--- src/rtl/vecnormalize_cols_pkg.sv ---
// Fixed-point helpers shared by the matrix normalisation stages.
//   state_t    : sequencing states of the column normaliser
//   div_cycles : quotient bits (= divider cycles) for a WIDTH/FRAC format
//   MAXPOS/NEG : saturation limits of the default 16-bit word
package vecnormalize_cols_pkg;

    typedef enum logic [2:0] {
        IDLE,
        LOAD,
        DIV,
        STORE,
        DONE
    } state_t;

    // The numerator is pre-shifted by FRAC, so the quotient carries WIDTH+FRAC bits.
    function automatic int div_cycles(input int width, input int frac);
        return width + frac;
    endfunction

    localparam int               DEF_WIDTH = 16;
    localparam logic [DEF_WIDTH-1:0] MAXPOS = {1'b0, {(DEF_WIDTH-1){1'b1}}};
    localparam logic [DEF_WIDTH-1:0] MAXNEG = {1'b1, {(DEF_WIDTH-1){1'b0}}};

endpackage

--- src/rtl/fixdiv_seq.sv ---
// Signed sequential restoring divider for Q(WIDTH-FRAC).FRAC words.
// Computes q = (num << FRAC) / den on magnitudes, one quotient bit per cycle,
// truncating toward zero and saturating to the signed WIDTH-bit range.
//   clk, reset : clock, asynchronous active-low reset
//   load       : capture num/den and start a division (WIDTH+FRAC cycles)
//   num, den   : signed operands
//   busy       : quotient bits still being produced
//   q          : saturated signed quotient, valid once busy falls
//   dz         : the captured denominator was zero
module fixdiv_seq
    import vecnormalize_cols_pkg::*;
#(
    parameter int WIDTH = 16,
    parameter int FRAC  = 8
) (
    input  logic             clk,
    input  logic             reset,
    input  logic             load,
    input  logic [WIDTH-1:0] num,
    input  logic [WIDTH-1:0] den,
    output logic             busy,
    output logic [WIDTH-1:0] q,
    output logic             dz
);

    localparam int N  = div_cycles(WIDTH, FRAC);
    localparam int CW = $clog2(N + 1);

    // Magnitude limits expressed at quotient width for the saturation test.
    localparam logic [N-1:0]     LIM_POS = N'({(WIDTH-1){1'b1}});
    localparam logic [N-1:0]     LIM_NEG = N'({1'b1, {(WIDTH-1){1'b0}}});
    localparam logic [WIDTH-1:0] SAT_POS = {1'b0, {(WIDTH-1){1'b1}}};
    localparam logic [WIDTH-1:0] SAT_NEG = {1'b1, {(WIDTH-1){1'b0}}};

    logic [WIDTH-1:0] num_mag;
    logic [WIDTH-1:0] den_mag;
    logic [WIDTH-1:0] rem_reg;
    logic [WIDTH-1:0] dvs_reg;
    logic [N-1:0]     quo_reg;
    logic [CW-1:0]    cnt_reg;
    logic             neg_reg;
    logic             num_neg_reg;
    logic             dz_reg;
    logic [WIDTH:0]   trial;
    logic             fits;

    // Magnitude of the most negative word is 2^(WIDTH-1), still representable unsigned.
    assign num_mag = num[WIDTH-1] ? -num : num;
    assign den_mag = den[WIDTH-1] ? -den : den;

    // quo_reg starts as the shifted dividend and fills with quotient bits from the LSB.
    assign trial = {rem_reg, quo_reg[N-1]};
    assign fits  = trial >= {1'b0, dvs_reg};

    always_ff @(posedge clk or negedge reset) begin
        if (!reset) begin
            rem_reg     <= '0;
            dvs_reg     <= '0;
            quo_reg     <= '0;
            cnt_reg     <= '0;
            neg_reg     <= 1'b0;
            num_neg_reg <= 1'b0;
            dz_reg      <= 1'b0;
        end else if (load) begin
            quo_reg     <= N'(num_mag) << FRAC;
            rem_reg     <= '0;
            dvs_reg     <= den_mag;
            neg_reg     <= num[WIDTH-1] ^ den[WIDTH-1];
            num_neg_reg <= num[WIDTH-1];
            dz_reg      <= (den == '0);
            cnt_reg     <= CW'(N);
        end else if (cnt_reg != '0) begin
            // Remainder stays below the divisor, so the difference fits WIDTH bits.
            rem_reg <= fits ? (trial[WIDTH-1:0] - dvs_reg) : trial[WIDTH-1:0];
            quo_reg <= {quo_reg[N-2:0], fits};
            cnt_reg <= cnt_reg - 1'b1;
        end
    end

    always_comb begin
        q = quo_reg[WIDTH-1:0];
        if (dz_reg) begin
            q = num_neg_reg ? SAT_NEG : SAT_POS;
        end else if (neg_reg) begin
            q = (quo_reg > LIM_NEG) ? SAT_NEG : -quo_reg[WIDTH-1:0];
        end else if (quo_reg > LIM_POS) begin
            q = SAT_POS;
        end
    end

    assign busy = (cnt_reg != '0);
    assign dz   = dz_reg;

endmodule

--- src/rtl/vecnormalize_cols.sv ---
// Column normaliser: divides every element of a ROWS x COLS fixed-point matrix
// by its column norm using one shared sequential divider, column-major order.
//   clk, reset : clock, asynchronous active-low reset
//   start      : request, accepted only when idle
//   a, norms   : matrix and per-column norms, captured on accept
//   busy       : operation in progress
//   done       : one-cycle completion pulse, f valid from here on
//   divz       : sticky, a zero norm was met during this operation
//   f          : normalised matrix
module vecnormalize_cols
    import vecnormalize_cols_pkg::*;
#(
    parameter int ROWS  = 3,
    parameter int COLS  = 2,
    parameter int WIDTH = 16,
    parameter int FRAC  = 8
) (
    input  logic                               clk,
    input  logic                               reset,
    input  logic                               start,
    input  logic [ROWS:1][COLS:1][WIDTH-1:0]   a,
    input  logic [COLS:1][WIDTH-1:0]           norms,
    output logic                               busy,
    output logic                               done,
    output logic                               divz,
    output logic [ROWS:1][COLS:1][WIDTH-1:0]   f
);

    localparam int N   = div_cycles(WIDTH, FRAC);
    localparam int RW  = $clog2(ROWS + 1);
    localparam int CLW = $clog2(COLS + 1);
    localparam int DW  = $clog2(N);

    state_t state_reg, state_next;

    logic [ROWS:1][COLS:1][WIDTH-1:0] a_reg;
    logic [ROWS:1][COLS:1][WIDTH-1:0] f_reg;
    logic [COLS:1][WIDTH-1:0]         norms_reg;
    logic [RW-1:0]                    row_reg;
    logic [CLW-1:0]                   col_reg;
    logic [DW-1:0]                    step_reg;
    logic                             divz_reg;

    logic             div_load;
    logic             div_busy;
    logic             div_dz;
    logic [WIDTH-1:0] div_q;
    logic             last_step;
    logic             last_elem;

    assign div_load  = (state_reg == LOAD);
    assign last_step = (step_reg == DW'(N - 1));
    assign last_elem = (row_reg == RW'(ROWS)) && (col_reg == CLW'(COLS));

    fixdiv_seq #(
        .WIDTH (WIDTH),
        .FRAC  (FRAC)
    ) u_div (
        .clk   (clk),
        .reset (reset),
        .load  (div_load),
        .num   (a_reg[row_reg][col_reg]),
        .den   (norms_reg[col_reg]),
        .busy  (div_busy),
        .q     (div_q),
        .dz    (div_dz)
    );

    always_ff @(posedge clk or negedge reset) begin
        if (!reset) begin
            state_reg <= IDLE;
        end else begin
            state_reg <= state_next;
        end
    end

    always_comb begin
        state_next = state_reg;
        case (state_reg)
            IDLE:    if (start) state_next = LOAD;
            LOAD:    state_next = DIV;
            DIV:     if (last_step) state_next = STORE;
            STORE:   state_next = last_elem ? DONE : LOAD;
            DONE:    state_next = IDLE;
            default: state_next = IDLE;
        endcase
    end

    always_ff @(posedge clk or negedge reset) begin
        if (!reset) begin
            a_reg     <= '0;
            norms_reg <= '0;
            f_reg     <= '0;
            row_reg   <= '0;
            col_reg   <= '0;
            step_reg  <= '0;
            divz_reg  <= 1'b0;
        end else begin
            case (state_reg)
                IDLE: begin
                    if (start) begin
                        a_reg     <= a;
                        norms_reg <= norms;
                        divz_reg  <= 1'b0;
                        row_reg   <= RW'(1);
                        col_reg   <= CLW'(1);
                    end
                end
                LOAD: step_reg <= '0;
                DIV:  step_reg <= step_reg + DW'(1);
                STORE: begin
                    f_reg[row_reg][col_reg] <= div_q;
                    if (div_dz) begin
                        divz_reg <= 1'b1;
                    end
                    // Column-major walk: rows run fastest.
                    if (row_reg == RW'(ROWS)) begin
                        row_reg <= RW'(1);
                        col_reg <= col_reg + CLW'(1);
                    end else begin
                        row_reg <= row_reg + RW'(1);
                    end
                end
                default: ;
            endcase
        end
    end

    // The divider's own busy covers the DIV span; LOAD and STORE bracket it.
    assign busy = (state_reg == LOAD) || (state_reg == STORE) || div_busy;
    assign done = (state_reg == DONE);
    assign divz = divz_reg;
    assign f    = f_reg;

endmodule

--- config.mk ---
export PLATFORM = sky130hd
export DESIGN_NAME = vecnormalize_cols
export DESIGN_NICKNAME = d
export VERILOG_FILES = /design/src/rtl/vecnormalize_cols_pkg.sv /design/src/rtl/fixdiv_seq.sv /design/src/rtl/vecnormalize_cols.sv
export SDC_FILE = /design/constraint.sdc
export NUM_CORES = 1
export LEC_CHECK = 0
export ABC_CLOCK_PERIOD_IN_PS = 3800
export CAP_MARGIN = 20
export CORE_ASPECT_RATIO = 0.6
export CORE_MARGIN = 8
export CORE_UTILIZATION = 30
export CTS_CLUSTER_SIZE = 30
export DETAILED_ROUTE_END_ITERATION = 7
export GPL_ROUTABILITY_DRIVEN = 0
export SYNTH_ARGS = -nofsm -noshare
export SYNTH_HDL_FRONTEND = slang
export SYNTH_SLANG_ARGS = --single-unit
--- constraint.sdc ---
create_clock -name clk -period 3.8 [get_ports clk]
set_input_delay 0.57 -clock clk [delete_from_list [all_inputs] [get_ports clk]]
set_output_delay 0.57 -clock clk [all_outputs]
set_load 0.02 [all_outputs]
# Yosys cells after proc, flatten, opt, wreduce, memory -nomap -nowiden
# Index checks and enable logic that the tools add are counted.
[word_totals]
elab_cells = 107
regBits = 301
[classes]
bitwise = 1
addsub = 8
n_reduce_logical = 16
magnitude_cmp = 7
eq_ne = 11
muxes = 38
[ops]
columns = ["cell", "count"]
rows = [
  ["16-bit 2-to-1 mux", 13],
  ["96-bit bitwise mux", 1],
  ["16-bit binary-select mux with 2-bit select", 2],
  ["32-bit binary-select mux with 2-bit select", 1],
  ["32-bit demux with 2-bit select", 1],
  ["32-bit 2-to-1 mux", 2],
  ["24-bit 2-to-1 mux", 2],
  ["16-bit negation", 3],
  ["16-bit demux with 2-bit select", 1],
  ["24-bit by 15-bit > comparator with 1-bit output (second input constant)", 1],
  ["24-bit by 16-bit > comparator with 1-bit output (second input constant)", 1],
  ["17-bit by 16-bit greater-or-equal comparator with 1-bit output", 1],
  ["16-bit logical NOT", 1],
  ["16-bit subtractor", 1],
  ["3-bit case mux with 4 select lines", 1],
  ["5-bit 2-to-1 mux", 2],
  ["5-bit case mux with 2 select lines", 1],
  ["3-bit 2-to-1 mux", 3],
  ["2-bit case mux with 2 select lines", 2],
  ["3-bit by 2-bit == test with 1-bit output (second input constant)", 2],
  ["2-bit by 3-bit < comparator with 1-bit output (second input constant)", 2],
  ["2-bit 2-to-1 mux", 3],
  ["2-bit != test (second input constant)", 3],
  ["2-bit AND reduction", 3],
  ["18 further kinds", 28],
]

# Longest topological paths before layout
[logic_depth]
depth_word = 7
depth_mapped = 12
ltp_nobuf = 10

# Cells and area by module
# From an unflattened synthesis, not the netlist that was laid out.
[unflattened]
cells_unflattened = 1273
area_unflattened_um2 = 14866.8
[modules_own_cells]
columns = ["mod", "area_each_um2", "cells_each", "n_inst"]
rows = [
  ["vecnormalize_cols", 10012.1, 674, 1],
  ["fixdiv_seq", 4854.7, 599, 1],
]

# Worst setup path before layout
# Ideal clock, no wire load.
[synth_path]
path_kind = "reg-to-reg"
startpoint = "register u_div.dvs_reg[1]"
endpoint = "register u_div.rem_reg[3]"
stages_incl_launch_ff = 12
setup_time_ns = 0.082
slack_ns = 1.251
n_path_buf = 2
arrival_time_ns = 2.467
required_time_ns = 3.718
path_cell_list = "dfrtp_1 inv_1 ha_1 nor2b_1 o31a_1 o31ai_1 o21ai_0 a31oi_1 buf_4 buf_2 nand2_1 a31oi_1"
[synth_via]
elab_chain_len = 4
word_cells_on_any_way = 5
[synth_rtl]
columns = ["item", "line_no", "rtl"]
rows = [
  ["start, declared", "fixdiv_seq.sv:38", "logic [WIDTH-1:0] dvs_reg;"],
  ["start signal, assigned", "fixdiv_seq.sv:67", "dvs_reg <= den_mag;"],
  ["16-bit subtractor or 17-bit by 16-bit greater-or-equal comparator with 1-bit output (tied branches)", "fixdiv_seq.sv:74, fixdiv_seq.sv:53", ""],
  ["16-bit 2-to-1 mux *", "fixdiv_seq.sv:74", "rem_reg <= fits ? (trial[WIDTH-1:0] - dvs_reg) : trial[WIDTH-1:0];"],
  ["16-bit 2-to-1 mux *", "fixdiv_seq.sv:72", "end else if (cnt_reg != '0) begin"],
  ["16-bit 2-to-1 mux *", "fixdiv_seq.sv:64", "end else if (load) begin"],
  ["end signal, assigned", "fixdiv_seq.sv:74", ""],
  ["end, declared", "fixdiv_seq.sv:37", "logic [WIDTH-1:0] rem_reg;"],
]
# Every way passes the cells marked *; elsewhere a longest branch is shown, timed or not. The select of a mux whose other input is x is not followed.
# A chain may end at the register's enable or synchronous reset.

# Worst setup path in the final report
[layout_path]
startpoint = "register col_reg[1]"
endpoint = "register u_div.quo_reg[22]"
[layout_via]
elab_chain_len = 5
[layout_rtl]
columns = ["item", "line_no", "rtl"]
rows = [
  ["start, declared", "vecnormalize_cols.sv:40", "logic [CLW-1:0] col_reg;"],
  ["start signal, assigned", "vecnormalize_cols.sv:119", "col_reg <= col_reg + CLW'(1);"],
  ["16-bit binary-select mux with 2-bit select *", "vecnormalize_cols.sv:62", ".num (a_reg[row_reg][col_reg]),"],
  ["16-bit 2-to-1 mux (not written as such) *", "vecnormalize_cols.sv:62", ""],
  ["16-bit negation", "fixdiv_seq.sv:48", "assign num_mag = num[WIDTH-1] ? -num : num;"],
  ["16-bit 2-to-1 mux *", "fixdiv_seq.sv:48", ""],
  ["24-bit 2-to-1 mux *", "fixdiv_seq.sv:64", ""],
  ["end signal, assigned", "fixdiv_seq.sv:65", "quo_reg <= N'(num_mag) << FRAC;"],
  ["end signal, assigned", "fixdiv_seq.sv:75", "quo_reg <= {quo_reg[N-2:0], fits};"],
  ["end, declared", "fixdiv_seq.sv:39", "logic [N-1:0] quo_reg;"],
]
# Marks and branches as above.

==> summary.md <==
| Metric | Value |
|---|---|
| Status | `finished clean` |
| Max_cap viols | `0` |
| Yosys warnings | `0` |
| First-pass GRT wire length | `68,320 um` |
| Mean Syn Cell Area | `10.60 um2` |
| CTS tree | `done` |
| Seq/Total Area, Yosys | `51.47%` |
| Post_cts resized | `0` |
| Final setup vio count | `0` |
| I/O pins | `230` |
| Core Area | `48,020 um2` |
| Ys flop type | `dfrtp_1` |
| Port Buffer Count | `229` |
| CTS HTree Levels | `1` |
| Post-synth ARST share | `100.0%` |
| Fmax | `316.9 MHz` |
| Kind of critical path | `reg2reg` |
| FF+latch count, synth | `301` |
| Die Area | `56,330 um2` |
| Gate Count Post-Synth | `1,380` |
| Worst-margin pin slew | `1029 ps` |
| Clk slew on worst S/H paths | `60 ps` |
| Critical path required time | `4260 ps` |
| Layout-stage area growth over the synthesis result | `27.23%` |
| Highest routing layer actually used | `met4` |
| Num rows | `62` |
| Reg2Reg Setup Slack | `640 ps` |
| Crit-path max FO | `16` |
| Total Routing Usage GR | `14.94%` |
| Post-synth EDFFs | `0` |
| # clock sinks | `301` |
| Final Max Tran Viols | `0` |
| Period minus WS final | `3156 ps` |
| DRT met1 WL | `20,320 um` |
| Detailed-route DRC error count | `0` |
| CTS buffer count | `31` |
| Post-Syn Nets | `1,539` |
| Vias per cell | `5.012` |
| Diodes inserted | `0` |
| Initial Util | `30.47%` |
| Cell Pwr Density | `949.1 nW/um2` |
| Crit start category | `register` |
| Critical Path End Type | `register` |
| Fin crit share | `83.04%` |
| Initial DRC Count | `985` |
| Mapped Area | `14,630 um2` |
| Fin cells | `2,250` |
| Synth top cells by count | `301 x dfrtp_1, 198 x nand2_1, 146 x mux2_2` |
| WL met3 | `3286 um` |
| Hold Fails Final Rpt | `0` |
| Share of the synthesized area in the top cell type | `51.47%` |
| Synth area leader | `dfrtp_1` |
| Hold buffer count at CTS | `0` |
| Post-DP HPWL | `31,720 um` |
| DP Cell Count | `2,192` |
| Initial antenna violation count | `0` |
| Fin util | `38.77%` |
| 1st-pass router iterations | `6` |
| Setup TNS | `0 ps` |
| Vias after detailed routing | `11.28k` |
| Layout cells sized above 1 | `15.96%` |
| Met2 wire length | `18,790 um` |
| Clk_skew | `24.83 ps` |
| Synth cell types | `75` |
| CP arrival | `3610 ps` |
| Die width | `301.1 um` |
| Post-route ant nets | `0` |
| Final nets | `1,748` |
| Synth area leaders | `dfrtp_1 51%, mux2_2 11%, nand2_1 5.1%` |
| Global route overflow | `0` |
| Wire per inst | `19.05 um` |
| Total Wirelength | `42,850 um` |
| WHS | `9.924 ps` |
| RSZ-0062 raised after global routing | `no` |
| Pin count of the biggest net entering global routing | `109` |
| Clk root buf | `clkbuf_16` |
| Worst vdd ir | `407.8 uV` |
| Slew HR | `31.22%` |
| Clock Tree Buf Depth | `3` |
| Dominant cell by count in the synthesized netlist | `dfrtp_1` |
| Number of global-route vias before repair | `11.54k` |
| Setup bufs post-CTS | `0` |
| Clk_lat worst skew | `590 ps` |
| Die H | `187.1 um` |
| Hold WC Path Type | `in2async` |
| P_leak | `7.918 nW` |
-- worst paths after layout --
kind / endpoint / from / cells after the start
worst max-delay path: u_div.quo_reg[22] / col_reg[1] / 8
worst min-delay path: norms_reg[7] / reset / 1
min in group clk: f[31] / f[31] / 2
worst min register to register: f[31] / f[31] / 2
worst max register to register: u_div.quo_reg[22] / col_reg[1] / 8
max in group asynchronous: row_reg[0] / reset / 2
-- layout by cell type, fill, tap and decap left out, types with 12 or more instances in the layout --
cell             Yosys  layout
a21oi_1             70      70
a22o_1              22      22
a22oi_1             14      14
a31oi_1             15      14
buf_4                5      21
clkbuf_16            0      31
clkdlybuf4s50_1      0     228
dfrtp_1            301     300
ha_1                27      27
inv_1               33      33
mux2_2             146     146
mux2i_1             40      40
nand2_1            198     198
nand3_1             23      23
nor2_1              53      52
o21ai_0            128     128
o21ai_1             16      16
o22ai_1             19      19
o31ai_1             14      14
xnor2_1             24      24
xor2_1              12      12
-- routing by layer --
| metal | track usage (%) | up-vias |
|---|---|---|
| li1 | - | 5342 |
| met4 | 2.077 | 0 |
| met1 | 21.44 | 5557 |
| met5 | 0 | - |
| met3 | 4.230 | 40 |
| met2 | 22.68 | 339 |
-- per-stage QoR --
step,setup slack (ps),instance area [um2],power [mW]
6_report,644.5,18620,17.67
5_1_grt,376.4,18620,19.02
4_1_cts,696.2,18560,17.75
3_5_place_dp,755.1,17600,14.73
3_3_place_gp,862.2,17600,14.53
2_1_floorplan,1251,14630,11.67
-- kinds of logic (layout without fill, tap and decap cells) --
logic type | after synthesis | after routing | share of synthesized area (%)
compound gates | 360 | 360 | 15.35
simple gates | 353 | 353 | 11.06
flops | 301 | 301 | 51.47
mux | 186 | 186 | 13.97
buf+inv | 116 | 346 | 3.540
xor+xnor | 36 | 36 | 2.155
fa+ha+maj | 28 | 28 | 2.445
-- final cells by class --
cell class	instances	area, um2
Fill cell	4636	29400
Sequential cell	301	7533
Multi-Input combinational cell	963	6608
Timing Repair Buffer	258	2595
Clock buffer	40	849.6
Tap cell	640	800.8
Inverter	34	127.6
Clock inverter	14	102.6
-- where the power goes --
group	total [mW]	switching [mW]	internal (mW)	leakage, nW
registers	5.89	1.21	4.68	3.74
clock network	2.92	1.34	1.58	0.468
logic	8.86	4.88	3.97	3.71
-- critical path: stages (launching register included) --
cell	delay (ps)
dfrtp_1	640
nand3b_1	580
o22ai_1	200
a21oi_1	420
ha_1	330
nand3_1	200
o41ai_2	420
xnor2_1	160
o21ai_1	70
Note: power is estimated with default switching activity, not from simulation.
